[src/rtl/dpram_fifo_ctrl.sv]
`default_nettype none
// ============================================================================
// Module   : dpram_fifo_ctrl
// Purpose  : Synchronous FIFO controller for an external simple dual-port RAM
//            with one write port (A) and one registered read port (B, 1-cycle
//            read latency). Keeps the read/write pointers, the occupancy count
//            and the status flags. Read data is returned as a pop_valid strobe
//            one cycle after an accepted pop.
// Revision : 1.0 - initial release
// ----------------------------------------------------------------------------
// Parameters
//   ADDR_W      RAM address width; FIFO depth is 2**ADDR_W entries
//   DATA_W      data width
//   AF_LVL      almost_full threshold in entries (default depth-4)
// Ports
//   clk         clock; all logic runs on its rising edge
//   reset       synchronous, active-high reset
//   push        write request        push_data   write data
//   pop         read request
//   pop_data    read data, valid while pop_valid=1
//   pop_valid   one-cycle strobe, one cycle after an accepted pop
//   full / empty / almost_full      registered status flags
//   count       entries currently stored (0..depth)
//   overflow / underflow            sticky error flags
//   ram_we_a, ram_addr_a, ram_data_a   RAM write port
//   ram_re_b, ram_addr_b               RAM read port
//   ram_q_b     registered RAM read data
// Configuration macro
//   DPRAM_FIFO_ERR_FLAGS_EN  defined  : overflow/underflow are sticky error
//                                       flags, cleared only by reset
//                            undefined: overflow/underflow are tied to 0
// ============================================================================
module dpram_fifo_ctrl #(
    parameter int ADDR_W = 6,
    parameter int DATA_W = 8,
    parameter int AF_LVL = (2 ** ADDR_W) - 4
) (
    input  logic              clk,
    input  logic              reset,
    input  logic              push,
    input  logic [DATA_W-1:0] push_data,
    input  logic              pop,
    output logic [DATA_W-1:0] pop_data,
    output logic              pop_valid,
    output logic              full,
    output logic              empty,
    output logic              almost_full,
    output logic [ADDR_W:0]   count,
    output logic              overflow,
    output logic              underflow,
    output logic              ram_we_a,
    output logic [ADDR_W-1:0] ram_addr_a,
    output logic [DATA_W-1:0] ram_data_a,
    output logic              ram_re_b,
    output logic [ADDR_W-1:0] ram_addr_b,
    input  logic [DATA_W-1:0] ram_q_b
);

    // Occupancy value that means "full" (one more bit than the pointers)
    localparam logic [ADDR_W:0] c_FULL_CNT = {1'b1, {ADDR_W{1'b0}}};
    localparam logic [ADDR_W:0] c_AF_CNT   = (ADDR_W + 1)'(AF_LVL);
    localparam logic [ADDR_W:0] c_ZERO_CNT = '0;

    logic [ADDR_W-1:0] r_wr_ptr;
    logic [ADDR_W-1:0] r_rd_ptr;
    logic [ADDR_W:0]   r_count;
    logic              r_empty;
    logic              r_full;
    logic              r_almost_full;
    logic              r_pop_valid;

    logic              w_push_acc;
    logic              w_pop_acc;
    logic [ADDR_W:0]   w_count_nxt;

    // ------------------------------------------------------------------------
    // Request acceptance. Reset blocks both RAM ports outright. Acceptance is
    // decided from the registered flags only, so a push into an empty FIFO is
    // never bypassed to a same-cycle pop, and a pop from a full FIFO frees no
    // room for a same-cycle push.
    // ------------------------------------------------------------------------
    assign w_push_acc = push & ~r_full  & ~reset;
    assign w_pop_acc  = pop  & ~r_empty & ~reset;

    // RAM port drive (combinational, qualified by acceptance)
    assign ram_we_a   = w_push_acc;
    assign ram_addr_a = r_wr_ptr;
    assign ram_data_a = push_data;
    assign ram_re_b   = w_pop_acc;
    assign ram_addr_b = r_rd_ptr;

    // ------------------------------------------------------------------------
    // Next occupancy: a simultaneous accepted push and pop leaves it unchanged.
    // ------------------------------------------------------------------------
    always_comb begin
        w_count_nxt = r_count;
        case ({w_push_acc, w_pop_acc})
            2'b10:   w_count_nxt = r_count + 1'b1;
            2'b01:   w_count_nxt = r_count - 1'b1;
            default: w_count_nxt = r_count;
        endcase
    end

    // ------------------------------------------------------------------------
    // Pointers, count and flags. Flags are registered from the next count so
    // they always agree with the count register in the same cycle.
    // Pointers wrap naturally through their ADDR_W-bit width.
    // ------------------------------------------------------------------------
    always_ff @(posedge clk) begin
        if (reset) begin
            r_wr_ptr      <= '0;
            r_rd_ptr      <= '0;
            r_count       <= '0;
            r_empty       <= 1'b1;
            r_full        <= 1'b0;
            r_almost_full <= 1'b0;
        end else begin
            if (w_push_acc) begin
                r_wr_ptr <= r_wr_ptr + 1'b1;
            end
            if (w_pop_acc) begin
                r_rd_ptr <= r_rd_ptr + 1'b1;
            end
            r_count       <= w_count_nxt;
            r_empty       <= (w_count_nxt == c_ZERO_CNT);
            r_full        <= (w_count_nxt == c_FULL_CNT);
            r_almost_full <= (w_count_nxt >= c_AF_CNT);
        end
    end

    // ------------------------------------------------------------------------
    // Read-data strobe: aligned with the RAM's registered output. A reset in
    // the cycle after an accepted pop cancels the pending strobe.
    // ------------------------------------------------------------------------
    always_ff @(posedge clk) begin
        if (reset) begin
            r_pop_valid <= 1'b0;
        end else begin
            r_pop_valid <= w_pop_acc;
        end
    end

    assign pop_valid   = r_pop_valid;
    assign pop_data    = ram_q_b;
    assign count       = r_count;
    assign empty       = r_empty;
    assign full        = r_full;
    assign almost_full = r_almost_full;

    // ------------------------------------------------------------------------
    // Sticky error flags: a refused push (FIFO full) sets overflow, a refused
    // pop (FIFO empty) sets underflow. Only reset clears them.
    // ------------------------------------------------------------------------
`ifdef DPRAM_FIFO_ERR_FLAGS_EN
    logic r_overflow;
    logic r_underflow;

    always_ff @(posedge clk) begin
        if (reset) begin
            r_overflow  <= 1'b0;
            r_underflow <= 1'b0;
        end else begin
            if (push && r_full) begin
                r_overflow <= 1'b1;
            end
            if (pop && r_empty) begin
                r_underflow <= 1'b1;
            end
        end
    end

    assign overflow  = r_overflow;
    assign underflow = r_underflow;
`else
    assign overflow  = 1'b0;
    assign underflow = 1'b0;
`endif

endmodule : dpram_fifo_ctrl
`default_nettype wire

[config.mk]
export PLATFORM = sky130hd
export DESIGN_NAME = dpram_fifo_ctrl
export DESIGN_NICKNAME = d
export VERILOG_FILES = /design/src/rtl/dpram_fifo_ctrl.sv
export SDC_FILE = /design/constraint.sdc
export NUM_CORES = 1
export LEC_CHECK = 0
export ABC_AREA = 1
export BUFFER_PORTS_ARGS = -buffer_cell sky130_fd_sc_hd__clkbuf_2
export CAP_MARGIN = 10
export CORE_ASPECT_RATIO = 1.4
export CORE_MARGIN = 1
export CORE_UTILIZATION = 52
export CTS_BUF_LIST = sky130_fd_sc_hd__clkbuf_4 sky130_fd_sc_hd__clkbuf_8
export DETAILED_ROUTE_END_ITERATION = 16
export HOLD_SLACK_MARGIN = 0.05
export PLACE_DENSITY = 0.9
export SLEW_MARGIN = 20
export SYNTH_ARGS = -nofsm -noshare
export SYNTH_HDL_FRONTEND = slang
export SYNTH_SLANG_ARGS = --single-unit
[constraint.sdc]
create_clock -name clk -period 6.38 [get_ports clk]
set_clock_uncertainty 0.1 [all_clocks]
set_input_delay 0.319 -clock clk [delete_from_list [all_inputs] [get_ports clk]]
set_output_delay 0.319 -clock clk [all_outputs]
set_load 0.01 [all_outputs]
==> results of run 1 <==
-- logic make-up after synthesis --
family                   after synthesis
other                                  1
flip-flops                            23
AO/OA/AOI/OAI                         19
buffers and inverters                 45
XOR/XNOR                               4
adder cells (fa/ha/maj)                9
AND/OR/NAND/NOR                       92
-- flip-flops by register name, indices dropped and copies added (netlist names) --
signal	flops
almost_full	1
ram_addr_a	6
full	1
count	7
empty	1
pop_valid	1
ram_addr_b	6
-- cells in the mapped netlist (3+ instances only) --
master / instances
o21ai_0: 4
nand4_1: 3
inv_1: 22
or2_1: 3
nor2_1: 22
xor2_1: 4
nand3_1: 14
buf_4: 19
a21oi_1: 12
ha_1: 8
dfxtp_1: 23
nand2_1: 41
-- path summary, 6_finish.rpt --
kind,startpoint,slack (ns),cells after the start,end
worst max-delay path,empty,3.93,15,empty
worst min-delay path,pop,0.22,3,pop_valid
worst max register to register,empty,3.93,15,empty
worst min register to register,ram_addr_a[5],0.38,2,ram_addr_a[5]
-- worst max-delay path, stage by stage, from the launching register on --
cell and delay, ns:
dfxtp_1 0.35, inv_1 0.09, nand2_2 0.10, nor2_4 0.15, ha_1 0.38, ha_1 0.39, nand2_1 0.10, nand2_1 0.05
nand2_1 0.08, nand3_1 0.10, nand2_1 0.07, nand3_1 0.10, nand3_1 0.12, inv_1 0.06, nand2_1 0.06, nand2_1 0.04
-- power breakdown --
group / internal (mW) / switching [mW]
registers: 0.153 / 0.00964
logic: 0.0290 / 0.0464
clock network: 0.0287 / 0.0418
-- through the flow --
step	setup slack [ns]	hold WS (ns)	instance area, um^2
6_report	3.93	0.221	1430
5_1_grt	3.70	0.231	1430
4_1_cts	3.95	0.226	1430
3_5_place_dp	3.66	0.363	1400
3_3_place_gp	3.72	0.364	1400
2_1_floorplan	4.14	0.298	1370
-- layout make-up --
| class | instances | share of cell area |
|---|---|---|
| inverter | 24 | 0.0629 |
| timing repair buffer | 28 | 0.0978 |
| sequential | 23 | 0.321 |
| multi-input combinational | 126 | 0.467 |
| tap | 34 | 0.0297 |
| clock buffer | 4 | 0.0210 |
-- metal layers --
layer	part of all wire	wire length, um	global-route usage	vias up
met1	0.40	1030	0.246	535
li1	-	-	-	612
met5	0	0	0	-
met2	0.53	1370	0.342	29
met4	0.025	66	0.117	0
met3	0.050	130	0.0318	7
==> results.md, run 1 <==
- Post-synthesis cell count: 193
- Total gr overflow: 0
- Static leakage: 0.757 nW
- IO Port Bufs: 28
- First-pass GRT wire length: 4.48 mm
- EDFF count, synth: 0
- Post-Synth Simple-Gate Area: 0.296
- DRT Pass-1 Iters: 4
- Final Hold Viols: 0
- Max VDD drop: 0.169 mV
- Hold buffers post-CTS: 0
- Vias post-DR: 1183
- Chip height: 62.7 um
- Gpl congestion: 0.834
- CP endpoint kind: flop
- CP Class: flop to flop
- Adder-cell area share of the yosys netlist: 0.0878
- Setup TNS: 0 ns
- Iteration-0 DRC Markers: 36
- RSZ-0062 raised after global routing: false
- Yosys reg bits: 23
- Period utilisation layout: 0.383
- Ys async rst share: 0
- Final setup violation count: 0
- Synth-to-Final Area Change: 4.76%
- TritonCTS Sinks: 23
- Crit path time final: 2.45 ns
- Residual DRC count: 0
- Layout cells sized above 1: 0.195
- Maximum number of pins on one net before global-route repair: 15
- Die X: 45.3 um
- Post-CTS setup buffer count: 0
- Number of instances resized during post-cts repair: 0
- Synthesized area per cell: 7.09 um^2
- Power Density: 215 nW/um^2
- Share of the synthesized area in the top cell type: 0.337
- ANT cells: 0
- Maximum net fanout on the critical path: 8
- HPWL Detailed: 2.07 mm
- Most frequent cells in the layout: 41 x nand2_1, 28 x clkbuf_2, 23 x dfxtp_1
- Total wire length: 2.60 mm
- WL/cell: 10.9 um
- Final std cells w/o fill: 239
- Initial core utilization: 0.560
- H-Tree Depth: 1
- Crit path DAT: 2.56 ns
- Synth Area in XOR/XNOR: 0.0256
- Synth warn: 0
- Fmax achieved: 409 MHz
- Worst Setup Start Kind: flop
- Vias in the first global route: 1091
- Final Util: 0.586
- Seq. cell area: 460 um^2
- CTS tree: done
- Syn Std Cell Area: 1370 um^2
- Clock transition at the registers of the reported paths: 0.12 ns
- Slew Limit Fails: 0
- Post-route ant nets: 0
- Core Region: 2440 um^2
- Placed cell count: 235
- Multi-input gate area: 669 um^2
- Outcome: completed
- CTS Buffer Depth: 2
- Antenna violations before repair: 0
- Vias per cell: 4.95
- Clk_lat worst skew: 0.31 ns
- Critical Path RT: 6.49 ns
- CTS buffer count: 3
- Main synth FF type: dfxtp_1
- Row count: 21
- Seq/Total Area, Yosys: 0.337
- # fillers: 239
- Clock root buffer: clkbuf_4
- Post-synthesis compound-gate area fraction: 0.0750
- Max Cap Violations: 0
- Synth area leader: dfxtp_1
- Nets: 235
- Worst min path class: input pin to flop
- # IOs: 63
- Die Area: 2840 um^2
- Most common cell after layout, fill and taps aside: nand2_1
- Mux contribution to synthesized area: 0
- Largest family of logic cells by synthesized area: simple AND/OR/NAND/NOR gates
- Yosys cell types: 27
- Top cells by area, synth: dfxtp_1 34%, nand2_1 11%, buf_4 10%
- Tot Pwr: 0.308 mW
- All-Layer GR Usage: 0.208
Power figures use the tool's default switching activity.
==> inputs of run 2 (changes only) <==
CORE_UTILIZATION = 43   (was 52)
PLACE_DENSITY = 0.79   (was 0.9)
clock period = 2.05 ns   (was 6.38 ns; I/O delays follow)
==> run 2 against run 1 <==
- the flow now finishes with violations (negative setup slack)
- die area grew 20%
- sequential cell count unchanged
- via count increased by 7.1%
- non-clock buffer count rose by 22
- clock-buffer cell count unchanged
- fmax grew 14%
- final cell count is 10% higher
- critical path depth is 3 lower
- wire length increased by 18%
- critical endpoint is now full
- largest cell class unchanged
- largest power group unchanged
==> results.md, run 2 (same netlist as run 1, synthesis figures left out) <==
- Most common cell after layout, fill and taps aside: nand2_1
- Worst reg-to-reg setup slack: -0.09 ns
- Period utilisation layout: 1.05
- Row count: 23
- CP endpoint kind: flop
- Final setup violation count: 3
- Critical R2R Launch: empty
- Total wire length: 3.08 mm
- Max reg flops: 7
- Worst stage delay on the critical path: 0.40 ns
- Multi-input gate area: 759 um^2
- ANT cells: 0
- Post-route ant nets: 0
- Hold endpoint: ram_addr_b[1]
- Placed cell count: 251
- Static leakage: 0.878 nW
- All-Layer GR Usage: 0.168
- Synth-to-Final Area Change: 25.4%
- Die X: 49.7 um
- Slew Limit Fails: 0
- # fillers: 287
- Chip height: 68.7 um
- Total gr overflow: 0
- WL/cell: 11.7 um
- DRT Pass-1 Iters: 4
- RR Endpoint: full
- Worst Setup Start Kind: flop
- Nets: 257
- Vias post-DR: 1267
- Worst hold margin: 0.0997 ns
- Most frequent cells in the layout: 36 x nand2_1, 28 x clkbuf_2
- Maximum number of pins on one net before global-route repair: 13
- Core Region: 2940 um^2
- Hold Crit Start: pop
- Outcome: finished with violations
- Clock transition at the registers of the reported paths: 0.08 ns
- Worst min path class: input pin to flop
- Tot Pwr: 1.13 mW
- Max Cap Violations: 0
- CP Buf/Inv Count: 1
- Maximum net fanout on the critical path: 6
- IO Port Bufs: 28
- Clk_lat worst skew: 0.26 ns
- Vias per cell: 4.80
- Vias in the first global route: 1159
- Crit path cell chain: inv_2, nand2_4, nor2_4, ha_4, fa_1, or2_1, o21ai_2, nand2_1, nor2_1, nand2_1, nand3b_1, nor2_1
- Antenna violations before repair: 0
- TritonCTS Sinks: 23
- Reg2Reg Depth: 12
- Iteration-0 DRC Markers: 33
- Top cell family by delay on the critical path: simple AND/OR/NAND/NOR gates
- Crit path DAT: 2.24 ns
- Gpl congestion: 0.775
- Seq. cell area: 463 um^2
- RSZ-0062 raised after global routing: true
- WHS Path Cells: 3
- Layout cells sized above 1: 0.339
- Power Density: 658 nW/um^2
- CTS buffer count: 3
- Die Area: 3410 um^2
- First-pass GRT wire length: 4.47 mm
- Initial core utilization: 0.466
- CP Class: flop to flop
- HPWL Detailed: 2.19 mm
- Failing checks: negative setup slack
- H-Tree Depth: 1
- Slowest stage cell, crit path: fa_1
- # IOs: 63
- CTS tree: done
- Final std cells w/o fill: 264
- Max VDD drop: 0.478 mV
- CTS Buffer Depth: 2
- Final Hold Viols: 0
- Final WS setup: -0.0940 ns
- Residual DRC count: 0
- Fmax achieved: 466 MHz
- Clock root buffer: clkbuf_8
- Critical Path RT: 2.15 ns
- Crit path time final: 2.14 ns
-- run 2: per-layer routing --
metal | part of all wire | wire (um) | vias to the layer above | GRT usage
met5 | 0 | 0 | - | 0
met3 | 0.037 | 115 | 5 | 0.0197
met1 | 0.42 | 1290 | 583 | 0.171
li1 | - | - | 652 | -
met4 | 0.012 | 36 | 0 | 0.0714
met2 | 0.53 | 1630 | 27 | 0.341
-- run 2: how the worst max path moves through the flow --
| stage | from | cells past startpoint | end |
|---|---|---|---|
| after floorplan | empty | 12 | full |
| after global placement | full | 14 | empty |
| after detailed placement | full | 14 | empty |
| after CTS | empty | 12 | full |
| after global routing | empty | 12 | full |
| final | empty | 12 | full |
-- run 2: cell type report --
| cell class | instances | area share |
|---|---|---|
| multi-input combinational | 126 | 0.443 |
| sequential | 23 | 0.270 |
| timing repair buffer | 50 | 0.179 |
| inverter | 24 | 0.0525 |
| clock buffer | 4 | 0.0284 |
| tap | 37 | 0.0270 |
-- run 2: power by group --
group          leakage [nW]  internal, mW  switching (mW)
Clock                0.0262         0.152           0.140
Sequential            0.188         0.476          0.0291
Combinational         0.664         0.155           0.176
-- run 2: worst register-to-register path: cells and delay by family, from the launching register on --
kind | cells | cell delay [ns]
AOI/OAI and AO/OA | 1 | 0.07
and+or+nand+nor | 8 | 0.93
adders and majority gates | 2 | 0.60
buffers and inverters | 1 | 0.07
DFF | 1 | 0.33
-- run 2: what timing repair did --
item / 4_1_cts / 5_1_grt
endpoints found under the hold margin: 3 / 0
pin swaps: 5 / 8
setup endpoints to repair: 5 / 5
hold buffers: 1 / 0
cloned: 0 / 0
buffers inserted: 5 / 3
gates resized for setup: 5 / 10
-- run 2: through the flow --
| stage | setup TNS, ns | area [um^2] | util | setup slack [ns] |
|---|---|---|---|---|
| floorplan | -0.0480 | 1390 | - | -0.0480 |
| global placement | -0.208 | 1520 | 0.519 | -0.0962 |
| detailed placement | -0.472 | 1520 | 0.519 | -0.143 |
| CTS | -0.102 | 1640 | 0.560 | -0.0590 |
| global route | -0.904 | 1720 | 0.584 | -0.261 |
| finish | -0.150 | 1720 | 0.584 | -0.0940 |
==> inputs of run 3 (changes only) <==
--- a/config.mk
+++ b/config.mk
@@ -9,3 +9,3 @@
 export BUFFER_PORTS_ARGS = -buffer_cell sky130_fd_sc_hd__clkbuf_2
-export CAP_MARGIN = 10
+export CAP_MARGIN = 30
 export CORE_ASPECT_RATIO = 1.4
--- a/constraint.sdc
+++ b/constraint.sdc
@@ -4,2 +4,2 @@
 set_output_delay 0.1025 -clock clk [all_outputs]
-set_load 0.01 [all_outputs]
+set_load 0.05 [all_outputs]
==> run 3 against run 2 <==
- the run still ends with negative setup slack left
- sequential power is essentially flat
- non-clock buffer count shrank 1
- sequential cell count is the same
- clock power shrank 5%
- critical path depth is the same
- critical endpoint unchanged
- largest cell class unchanged
- highest routed layer unchanged
==> results.md, run 3 (same netlist as run 1, synthesis figures left out) <==
- Residual DRC count: 0
- Register share of total power: 0.418
- Net Sw Frac: 0.366
- Clock root buffer: clkbuf_8
- Worst min path class: input pin to flop
- Pint: 0.768 mW
- Row count: 23
- CP Buf/Inv Count: 1
- Period utilisation layout: 1.03
- RSZ-0062 raised after global routing: true
- Met1 WL: 1.14 mm
- Crit path DAT: 2.21 ns
- Final instance area: 1720 um^2
- Post-route ant nets: 0
- Crit path time final: 2.11 ns
- Iteration-0 DRC Markers: 17
- Total gr overflow: 0
- H-Tree Depth: 1
- Gpl congestion: 0.789
- Max VDD drop: 0.470 mV
- Combinational fraction of design power: 0.355
- Chip height: 68.7 um
- Switching pwr: 0.444 mW
- All-Layer GR Usage: 0.161
- Worst Setup Start Kind: flop
- First-pass GRT wire length: 4.24 mm
- Failing checks: negative setup slack
- CP most frequent cell: nand2_1
- Pre-CTS WS: -0.0600 ns
- Nets: 256
- Max Cap Violations: 0
- Hold buffers post-CTS: 0
- Vias post-DR: 1231
- Maximum net fanout on the critical path: 6
- CTS buffer count: 3
- # fillers: 284
- Worst hold margin: 0.0974 ns
- Fmax achieved: 475 MHz
- # IOs: 63
- Max reg flops: 7
- Met3 wire length: 99 um
- Maximum number of pins on one net before global-route repair: 14
- Power Density: 706 nW/um^2
- Crit path cell chain: inv_4, nand2_4, nor2_4, ha_4, fa_2, or2_1, o21ai_2, nand2_1, nor2_2, nand2_1, nand3b_1, nor2_1
- Die Area: 3410 um^2
- Clk network pwr share: 0.228
- Static leakage: 0.871 nW
- Slowest stage cell, crit path: fa_2
- DRT Pass-1 Iters: 4
- Most common cell after layout, fill and taps aside: nand2_1
- Detail Route met2 WL: 1.55 mm
- Clk_lat worst skew: 0.26 ns
- Layout cells sized above 1: 0.354
- Uppermost layer routed: met4
- Final setup violation count: 2
- Vias in the first global route: 1042
- Slew Limit Fails: 0
- Core Region: 2940 um^2
- Final Hold Viols: 0
- Final Util: 0.585
- Setup TNS: -0.0833 ns
- WL/cell: 10.8 um
- Most frequent cells in the layout: 36 x nand2_1, 28 x clkbuf_2, 21 x inv_1, 21 x dfxtp_1, 20 x buf_4
- ANT cells: 0
- Multi-input gate area: 766 um^2
- Outcome: finished with violations
- Clock transition at the registers of the reported paths: 0.08 ns
- Dpl cell area: 1540 um^2
- Seq. cell area: 465 um^2
- Die X: 49.7 um
- CTS Buffer Depth: 2
- Vias per cell: 4.68
- Final WS setup: -0.0564 ns
- TritonCTS Sinks: 23
- Initial core utilization: 0.466
- CP Class: flop to flop
- Total wire length: 2.84 mm
- Top cell family by delay on the critical path: simple AND/OR/NAND/NOR gates
- CP endpoint kind: flop
- CTS tree: done
- Synth-to-Final Area Change: 25.6%
- Antenna violations before repair: 0
- Worst stage delay on the critical path: 0.42 ns
- Critical Path RT: 2.15 ns
- IO Port Bufs: 28
- HPWL Detailed: 2.18 mm
[run 3: path summary, 6_finish.rpt]
kind | startpoint | endpoint | slack (ns) | cells past startpoint
min | pop | ram_addr_b[1] | 0.1 | 3
min reg2reg | ram_addr_a[5] | ram_addr_a[5] | 0.38 | 2
max reg2reg | empty | full | -0.06 | 12
max | empty | full | -0.06 | 12
[run 3: area by class of cell]
type	count	area share
tap	37	0.0269
inverter	24	0.0539
clock inverter	1	0.00291
timing repair buffer	49	0.176
clock buffer	3	0.0240
multi-input combinational	126	0.446
sequential	23	0.271
[run 3: timing repair]
action / 4_1_cts / 5_1_grt
setup buffers: 2 / 5
resized for setup: 3 / 15
setup endpoints to repair: 5 / 6
pin swaps: 3 / 6
hold endpoints to repair: 0 / 0
[run 3: stage by stage]
step	power, mW	instances
6_report	1.21	263
5_1_grt	1.28	263
4_1_cts	1.18	258
3_5_place_dp	0.902	252
3_3_place_gp	0.897	252
2_1_floorplan	0.884	194
[run 3: power groups by stage]
| stage | Combinational [mW] | Sequential [mW] | Clock (mW) |
|---|---|---|---|
| 5_1_grt | 0.466 | 0.512 | 0.303 |
| 4_1_cts | 0.395 | 0.504 | 0.284 |
| 6_report | 0.430 | 0.506 | 0.276 |
| 2_1_floorplan | 0.271 | 0.613 | 0 |
| 3_3_place_gp | 0.383 | 0.514 | 0 |
| 3_5_place_dp | 0.387 | 0.515 | 0 |
[run 3: worst register-to-register path: cells and delay by family, from the launching register on]
family	cells	cell delay, ns
AOI/OAI and AO/OA	1	0.07
DFF	1	0.35
and+or+nand+nor	8	0.85
adders and majority gates	2	0.61
buffers and inverters	1	0.06
[run 3: layer usage]
metal,GRT usage,up-vias
li1,-,653
met1,0.159,549
met2,0.333,23
met3,0.0132,6
met4,0.0750,0
met5,0,-
